[src/rtl/lights_out_solver.sv]
// lights_out_solver: automatic player for the 3x3 lights-out game.
// Takes a snapshot of the board and searches all 512 press sets for the one
// whose combined toggle pattern equals the snapshot. It then issues that set
// as single-cycle one-hot presses, lets the board settle and confirms that it
// reads all-off.
// Optional build macro LO_SOLVER_STEP_EN adds a 'step' input. Each press then
// waits for a sampled step pulse.
module lights_out_solver #(
  parameter int GAP_CYCLES    = 1,
  parameter int SETTLE_CYCLES = 2
) (
  input  logic       clk,
  input  logic       rst,
  input  logic       start,
`ifdef LO_SOLVER_STEP_EN
  input  logic       step,
`endif
  input  logic [8:0] field_in,
  output logic [8:0] buttons_out,
  output logic       busy,
  output logic       done,
  output logic       fail,
  output logic [3:0] presses
);

  localparam logic [2:0] ST_IDLE   = 3'd0;
  localparam logic [2:0] ST_SEARCH = 3'd1;
  localparam logic [2:0] ST_PRESS  = 3'd2;
  localparam logic [2:0] ST_GAP    = 3'd3;
  localparam logic [2:0] ST_SETTLE = 3'd4;
  localparam logic [2:0] ST_CHECK  = 3'd5;
  localparam logic [2:0] ST_DONE   = 3'd6;
  localparam logic [2:0] ST_FAIL   = 3'd7;

  // Terminal counts of the wait counters. Both parameters are at least 1.
  localparam logic [15:0] GAP_LAST    = 16'(GAP_CYCLES - 1);
  localparam logic [15:0] SETTLE_LAST = 16'(SETTLE_CYCLES - 1);

  logic [2:0]  state_r;
  logic [8:0]  snapshot_r;
  logic [8:0]  counter_r;
  logic [8:0]  solution_r;
  logic [15:0] wait_cnt_r;

  logic [8:0]  candidate_s;
  logic        match_s;
  logic [8:0]  press_onehot_s;
  logic        press_ok_s;

  // Cells toggled by pressing one button: the cell itself plus its
  // orthogonal neighbours. The grid does not wrap.
  function automatic logic [8:0] cell_mask(input logic [3:0] idx);
    logic [8:0] m;
    case (idx)
      4'd0:    m = 9'h00B;  // {0,1,3}
      4'd1:    m = 9'h017;  // {0,1,2,4}
      4'd2:    m = 9'h026;  // {1,2,5}
      4'd3:    m = 9'h059;  // {0,3,4,6}
      4'd4:    m = 9'h0BA;  // {1,3,4,5,7}
      4'd5:    m = 9'h134;  // {2,4,5,8}
      4'd6:    m = 9'h0C8;  // {3,6,7}
      4'd7:    m = 9'h1D0;  // {4,6,7,8}
      4'd8:    m = 9'h1A0;  // {5,7,8}
      default: m = 9'h000;
    endcase
    return m;
  endfunction

  // Combined board change for a whole press set: XOR of the per-button masks.
  function automatic logic [8:0] toggle_of(input logic [8:0] x);
    logic [8:0] r;
    r = 9'h000;
    for (int i = 0; i < 9; i++) begin
      if (x[i]) begin
        r = r ^ cell_mask(4'(i));
      end else begin
        r = r;
      end
    end
    return r;
  endfunction

  // Search datapath: tests one candidate press set against the snapshot each
  // cycle. Also isolates the lowest pending press of the solution.
  always_comb begin
    candidate_s    = toggle_of(counter_r);
    match_s        = (candidate_s == snapshot_r);
    press_onehot_s = solution_r & (~solution_r + 9'd1);
  end

`ifdef LO_SOLVER_STEP_EN
  logic step_q_r;

  // Remembers a step pulse that was sampled while pressing. Steps seen in any
  // other state are dropped.
  always_ff @(posedge clk or posedge rst) begin
    if (rst) begin
      step_q_r <= 1'b0;
    end else if (state_r == ST_PRESS) begin
      step_q_r <= step;
    end else begin
      step_q_r <= 1'b0;
    end
  end

  // A press may only be issued in the cycle after a step was sampled.
  always_comb begin
    press_ok_s = step_q_r;
  end
`else
  // Without single-stepping the presses run back-to-back.
  always_comb begin
    press_ok_s = 1'b1;
  end
`endif

  // Main controller. It holds all registered outputs, so that buttons_out
  // drops to zero asynchronously on reset.
  always_ff @(posedge clk or posedge rst) begin
    if (rst) begin
      state_r     <= ST_IDLE;
      snapshot_r  <= 9'h000;
      counter_r   <= 9'h000;
      solution_r  <= 9'h000;
      wait_cnt_r  <= 16'd0;
      buttons_out <= 9'h000;
      busy        <= 1'b0;
      done        <= 1'b0;
      fail        <= 1'b0;
      presses     <= 4'd0;
    end else begin
      case (state_r)
        ST_IDLE: begin
          buttons_out <= 9'h000;
          if (start) begin
            snapshot_r <= field_in;
            counter_r  <= 9'h000;
            solution_r <= 9'h000;
            done       <= 1'b0;
            fail       <= 1'b0;
            presses    <= 4'd0;
            busy       <= 1'b1;
            state_r    <= ST_SEARCH;
          end else begin
            state_r    <= ST_IDLE;
          end
        end

        ST_SEARCH: begin
          buttons_out <= 9'h000;
          if (match_s) begin
            solution_r <= counter_r;
            state_r    <= ST_PRESS;
          end else if (counter_r == 9'd511) begin
            fail    <= 1'b1;
            busy    <= 1'b0;
            state_r <= ST_FAIL;
          end else begin
            counter_r <= counter_r + 9'd1;
          end
        end

        ST_PRESS: begin
          if (solution_r == 9'h000) begin
            buttons_out <= 9'h000;
            wait_cnt_r  <= 16'd0;
            state_r     <= ST_SETTLE;
          end else if (press_ok_s) begin
            buttons_out <= press_onehot_s;
            presses     <= presses + 4'd1;
            solution_r  <= solution_r & ~press_onehot_s;
            wait_cnt_r  <= 16'd0;
            state_r     <= ST_GAP;
          end else begin
            buttons_out <= 9'h000;
            state_r     <= ST_PRESS;
          end
        end

        ST_GAP: begin
          buttons_out <= 9'h000;
          if (wait_cnt_r == GAP_LAST) begin
            state_r <= ST_PRESS;
          end else begin
            wait_cnt_r <= wait_cnt_r + 16'd1;
          end
        end

        ST_SETTLE: begin
          buttons_out <= 9'h000;
          if (wait_cnt_r == SETTLE_LAST) begin
            state_r <= ST_CHECK;
          end else begin
            wait_cnt_r <= wait_cnt_r + 16'd1;
          end
        end

        ST_CHECK: begin
          buttons_out <= 9'h000;
          busy        <= 1'b0;
          if (field_in == 9'h000) begin
            done    <= 1'b1;
            state_r <= ST_DONE;
          end else begin
            fail    <= 1'b1;
            state_r <= ST_FAIL;
          end
        end

        ST_DONE: begin
          buttons_out <= 9'h000;
          state_r     <= ST_IDLE;
        end

        ST_FAIL: begin
          buttons_out <= 9'h000;
          state_r     <= ST_IDLE;
        end

        default: begin
          buttons_out <= 9'h000;
          busy        <= 1'b0;
          state_r     <= ST_IDLE;
        end
      endcase
    end
  end

endmodule
[config.mk]
export PLATFORM = sky130hd
export DESIGN_NAME = lights_out_solver
export DESIGN_NICKNAME = d
export VERILOG_FILES = /design/src/rtl/lights_out_solver.sv
export SDC_FILE = /design/constraint.sdc
export NUM_CORES = 1
export LEC_CHECK = 0
export CORE_AREA = 3 3 78 80
export DETAILED_ROUTE_END_ITERATION = 16
export DIE_AREA = 0 0 81 83
export GPL_ROUTABILITY_DRIVEN = 0
export PLACE_DENSITY = 0.85
export SLEW_MARGIN = 10
export SYNTH_ARGS = -nofsm -noshare
export SYNTH_HDL_FRONTEND = slang
export SYNTH_SLANG_ARGS = --single-unit
[constraint.sdc]
create_clock -name clk -period 4.4 [get_ports clk]
set_input_delay 0.88 -clock clk [delete_from_list [all_inputs] [get_ports clk]]
set_output_delay 0.88 -clock clk [all_outputs]
set_load 0.005 [all_outputs]
Word level (Yosys, flattened, before mapping)
Index checks and enable logic that the tools add are counted.
{ "op_classes": {"addsub": 4, "eq_ne": 23, "muxes": 51, "bitwise_logic": 12, "reduce_logical": 21} }
{ "ops": {"columns": ["operator", "n"], "rows": [
  ["$mux 9", 22],
  ["$xor 9x9->9", 8],
  ["$pmux 16 s3", 1],
  ["$pmux 9 s2", 2],
  ["$mux 16", 2],
  ["$pmux 9 s3", 1],
  ["$ne 2x2->1 const B", 12],
  ["$pmux 3 s7", 1],
  ["$add 9x1->9 const B", 2],
  ["$and 9x9->9", 2],
  ["$logic_not 9->1", 2],
  ["$not 9->9", 2],
  ["$add 16x1->16 const B", 1],
  ["$eq 16x1->1 const B", 1],
  ["$logic_not 16->1", 1],
  ["$mux 3", 5],
  ["$eq 3x3->1 const B", 4],
  ["$mux 4", 3],
  ["$reduce_and 3->1", 4],
  ["$reduce_and 4->1", 3],
  ["$mux 1", 10],
  ["$eq 9x9->1", 1],
  ["$eq 9x9->1 const B", 1],
  ["$reduce_bool 3->1", 3],
  ["13 further kinds", 17]
]} }
{ "totals": {"register_bits": 62, "input_bits": 12, "output_inout_bits": 16, "wordCells": 121} }

Longest topological paths before layout
{ "depth": {"ltp_word": 20, "mapped_depth": 10, "ltp_nobuf": 9} }

Least setup slack after synthesis
OpenSTA, ideal clock, no wires.
{ "synth_path": {"kind": "flip-flop to flip-flop", "from": "reg counter_r[0]", "to": "reg counter_r[2]", "setup_time_ps": 66, "t_arrival_ps": 2208, "t_required_ps": 4334, "path_slack_ps": 2126, "path_stages_with_launch": 9, "n_path_buf": 0, "path_cell_list": "dfrtp_1 ha_1 xor2_1 and3_1 o21ai_4 a211oi_2 o31a_4 or4_1 nand2_1"} }
{ "synth_via": {"elab_chain_len": 20, "elab_cells_between_ends": 26, "cone_classes": "add/sub (1); eq/ne (4); mux (12); bitwise (8); reduce/logical (1)"} }
{ "synth_lines": {"columns": ["element", "line", "rtl"], "rows": [
  ["from (decl)", "41", "logic [8:0] counter_r;"],
  ["from (signal assigned)", "159", "counter_r <= counter_r + 9'd1;"],
  ["$mux 4", "74", "if (x[i]) begin"],
  ["$xor 9x9->9", "75", "r = r ^ cell_mask(4'(i));"],
  ["$mux 9", "74", null],
  ["$xor 9x9->9", "75", null],
  ["$mux 9", "74", null],
  ["$xor 9x9->9", "75", null],
  ["$mux 9", "74", null],
  ["$xor 9x9->9", "75", null],
  ["[4 not listed]", null, null],
  ["$mux 9", "74", null],
  ["$xor 9x9->9", "75", null],
  ["$mux 9", "74", null],
  ["$xor 9x9->9", "75", null],
  ["$mux 9", "74", null],
  ["$eq 9x9->1", "87", "match_s = (candidate_s == snapshot_r);"],
  ["$ne 2x2->1 (no line)", null, null],
  ["$reduce_and 4->1 (no line)", null, null]
]} }
Several ways; a longest one is shown, not always the timed one. The select of a mux whose other input is x is not followed.
A chain may end at the register's enable or synchronous reset.

Final worst setup path
{ "layout_path": {"from": "reg counter_r[7]", "to": "reg solution_r[2]"} }
{ "layout_via": {"elab_chain_len": 6} }
{ "layout_lines": {"columns": ["element", "line", "rtl"], "rows": [
  ["$mux 9 (*)", "74", null],
  ["$xor 9x9->9", "75", null],
  ["$mux 9 (*)", "74", null],
  ["$eq 9x9->1 (*)", "87", null],
  ["$ne 2x2->1 (no line) (*)", null, null],
  ["$reduce_and 4->1 (no line) (*)", null, null],
  ["to (signal assigned)", "152", "solution_r <= counter_r;"],
  ["to (signal assigned)", "171", "solution_r <= solution_r & ~press_onehot_s;"],
  ["to (decl)", "42", "logic [8:0] solution_r;"]
]} }
Mark *: on every way between the ends. The rest lies on a longest branch, timed or not.

==> flow_metrics.py <==
metrics = {
    "outcome": {
        "status": "finished clean",
    },
    "timing": {
        "max_slew_margin_pct": 46.43,
        "hold-worst-slack_ns": 0.4935,
        "drv_slew": 0,
        "fin_crit_sh_pct": 61.36,
        "period_needed_ns": 2.700,
        "fin_skew_ns": 0.006768,
        "setup_slack_ns": 1.700,
        "setup_viol": 0,
        "clock.fmax_ghz": 0.3704,
        "tns_ns": 0,
        "worst_slew_pin_slew_ns": 0.8024,
        "grt_setup_unrepaired": "no",
        "hold_viol": 0,
    },
    "critical_path": {
        "reg2reg_from": "counter_r[7]",
        "cp_max_fo": 12,
        "ff2ff_setup_slack_ns": 1.70,
        "crit_family": "compound AO/OA/AOI/OAI gates",
        "critPathCapture": "solution_r[2]",
        "worstPathCellList": "xor3_1 > nor3_1 > o211ai_2 > a2111o_1 > and2_1 > o21ai_1 > o21ai_1",
        "max_stage_delay_ns": 0.58,
        "ff2ff_path_depth": 7,
        "reg2reg_to": "solution_r[2]",
        "end_kind": "register",
        "crit_type": "reg2reg",
        "critPathLaunch": "counter_r[7]",
        "cp.depth": 7,
        "critical_path.slowest_cell": "a2111o_1",
        "critPathBufInv": 0,
        "cp-start-kind": "register",
        "critPathArrivalTime_ns": 2.91,
        "cp_data_required_time_ns": 4.61,
        "cpMostUsedCell": "o21ai_1",
    },
    "final_layout": {
        "final_area_um2": 3854,
        "nets": 406,
        "diodes": 0,
        "drive_gt1_share_pct": 8.929,
        "area_growth_syn_to_layout_pct": 13.78,
    },
    "cts": {
        "cts-hold-fix-buffers": 0,
        "cts_tree": "done",
        "insertion_delay_ns": 0.33,
        "h-tree-depth": 3,
        "cts_resized": 0,
        "clk_pin_slew_ns": 0.07,
        "post_cts_buffers": 0,
        "numCtsBuffers": 9,
        "clock_sinks": 62,
        "ctsLongestPathBuffers": 2,
        "clock-root-buffer": "clkbuf_8",
    },
    "detailed_routing": {
        "dr.pass1.iters": 5,
        "viasPerCell": 5.961,
        "vias": 2766,
        "drtAntennaViolNets": 0,
        "drc_errors": 0,
        "drt-total-wl_mm": 7.389,
        "routedWlPerCell_um": 15.92,
        "drt_iter0_markers": 227,
    },
    "synthesis": {
        "seq_area_frac_synth_pct": 45.81,
        "ys_types": 59,
        "yosys_warnings": 0,
        "synth.avg_cell_area_um2": 9.331,
        "synth-seq-cells": 62,
        "synth_cells": 363,
        "synth_flop_cell": "dfrtp_1",
        "synth_edf_count": 0,
        "syn_area_um2": 3387,
        "async_flop_share_pct": 100.0,
        "synth_nets": 382,
    },
    "global_routing": {
        "antenna_found_initial": 0,
        "grt_pass1_vias": 2770,
        "grt_pass1_wl_mm": 12.57,
        "gr-usage-all-layers_pct": 23.66,
        "grt_max_degree": 40,
        "gr-total-overflow": 0,
    },
    "job": {
        "max_cap_violations": 0,
    },
    "floorplanning": {
        "die_w_um": 81,
        "die_y_um": 83,
        "io_pins": 28,
        "start_util_pct": 61.89,
        "fp-row-count": 27,
        "fp.dieArea_um2": 6723,
        "coreArea_um2": 5473,
    },
    "placement": {
        "dp_worst_setup_slack_ns": 1.326,
        "placed_cell_area_um2": 3667,
        "dp_hpwl_mm": 5.306,
        "io_buffers": 27,
    },
    "pwr": {
        "total_power_mw": 2.349,
        "ir_drop_v": 0.0004580,
        "p_leak_nw": 1.704,
        "power.density_nw_per_um2": 609.6,
    },
    "min_path": {
        "hp-class": "reg2reg",
    },
}
## worst min path at each step
stage | startpoint | endpoint | slack [ns] | depth (start not counted)
final | snapshot_r[5] | snapshot_r[5] | 0.49 | 2
after detailed placement | snapshot_r[5] | snapshot_r[5] | 0.48 | 2
after global placement | fail | fail | 0.47 | 2
after global routing | fail | fail | 0.53 | 2
after CTS | snapshot_r[5] | snapshot_r[5] | 0.49 | 2
after floorplan | snapshot_r[7] | snapshot_r[7] | 0.45 | 2
## layout by cell type (no fill, tap or decap), types with 9 or more instances in the layout
master           netlist  layout
o21ai_0               16      16
o21ai_1               13      13
nand3_1               10      10
nand2_1               55      55
and3_1                 9       9
clkbuf_8               0      12
a21oi_1                9       9
nor2_1                38      38
inv_1                 20      19
xor2_1                11      11
dfrtp_1               62      62
xnor2_1               15      15
clkdlybuf4s50_1        0      27
## per-stage QoR
stage	utilization [%]	cells
4_1_cts	70.42	464
6_report	70.42	464
2_1_floorplan	-	363
3_5_place_dp	67.01	448
5_1_grt	70.42	464
3_3_place_gp	67.01	448
## registers in the layout, summed over array words and instances (netlist names), 3 cells and up
| register | cells |
|---|---|
| buttons_out | 9 |
| wait_cnt_r | 16 |
| snapshot_r | 9 |
| counter_r | 9 |
| presses | 4 |
| state_r | 3 |
| solution_r | 9 |
## worst register-to-register path, cell delays in order (launching register included)
cell	delay, ns
dfrtp_1	0.50
xor3_1	0.49
nor3_1	0.32
o211ai_2	0.15
a2111o_1	0.58
and2_1	0.30
o21ai_1	0.16
o21ai_1	0.08
## logic make-up (layout without fill, tap and decap cells)
logic type | after synthesis | count (layout) | synth area share (%)
AOI/OAI and AO/OA | 65 | 65 | 12.97
xor gates and xnor gates | 30 | 30 | 9.494
adders and majority gates | 7 | 7 | 2.586
buffers and inverters | 35 | 64 | 4.802
DFF | 62 | 62 | 45.81
muxes | 3 | 3 | 0.9235
and+or+nand+nor | 161 | 161 | 23.42
## report_power, final
| group | switching (mW) | internal (mW) |
|---|---|---|
| registers | 0.169 | 0.695 |
| clock network | 0.210 | 0.249 |
| logic | 0.555 | 0.471 |
| total | 0.934 | 1.41 |
## Yosys cell counts, types with 2 or more instances
master / number / area share (%)
o22ai_1: 4 / 0.74
o31ai_1: 2 / 0.44
or4_4: 2 / 0.66
xor2_1: 11 / 2.8
nor2_1: 38 / 4.2
xor3_1: 2 / 1.4
o21ai_1: 13 / 1.9
o21ai_0: 16 / 2.4
nor3_1: 8 / 1.2
nand4_1: 6 / 1.1
a31oi_1: 2 / 0.37
o211ai_1: 4 / 0.89
buf_2: 4 / 0.59
xnor2_1: 15 / 3.9
or3_1: 7 / 1.3
clkbuf_1: 8 / 0.89
dfrtp_1: 62 / 46
mux2i_1: 2 / 0.59
or4_1: 3 / 0.66
nand2_1: 55 / 6.1
nor2_2: 2 / 0.37
or3_4: 2 / 0.66
a21oi_1: 9 / 1.3
ha_1: 7 / 2.6
and3_1: 9 / 1.7
a22o_1: 2 / 0.52
buf_6: 2 / 0.66
inv_1: 20 / 2.2
nor4_1: 7 / 1.3
nand3_1: 10 / 1.5
## per-layer routing
| metal | routed length [um] | global-route usage (%) | vias to the layer above |
|---|---|---|---|
| li1 | - | - | 1308 |
| met1 | 3096 | 29.86 | 1325 |
| met2 | 3654 | 39.06 | 110 |
| met3 | 454 | 4.447 | 23 |
| met4 | 183 | 10.14 | 0 |
| met5 | 0 | 0 | - |
## final cells by class
| cell class | instances | area (um2) |
|---|---|---|
| timing repair buffer | 28 | 277.8 |
| multi-input combinational | 266 | 1673 |
| tap | 72 | 90.09 |
| fill | 428 | 1619 |
| clock buffer | 13 | 168.9 |
| clock inverter | 3 | 17.52 |
| inverter | 20 | 75.07 |
| sequential | 62 | 1551 |
Power figures use the tool's default switching activity.
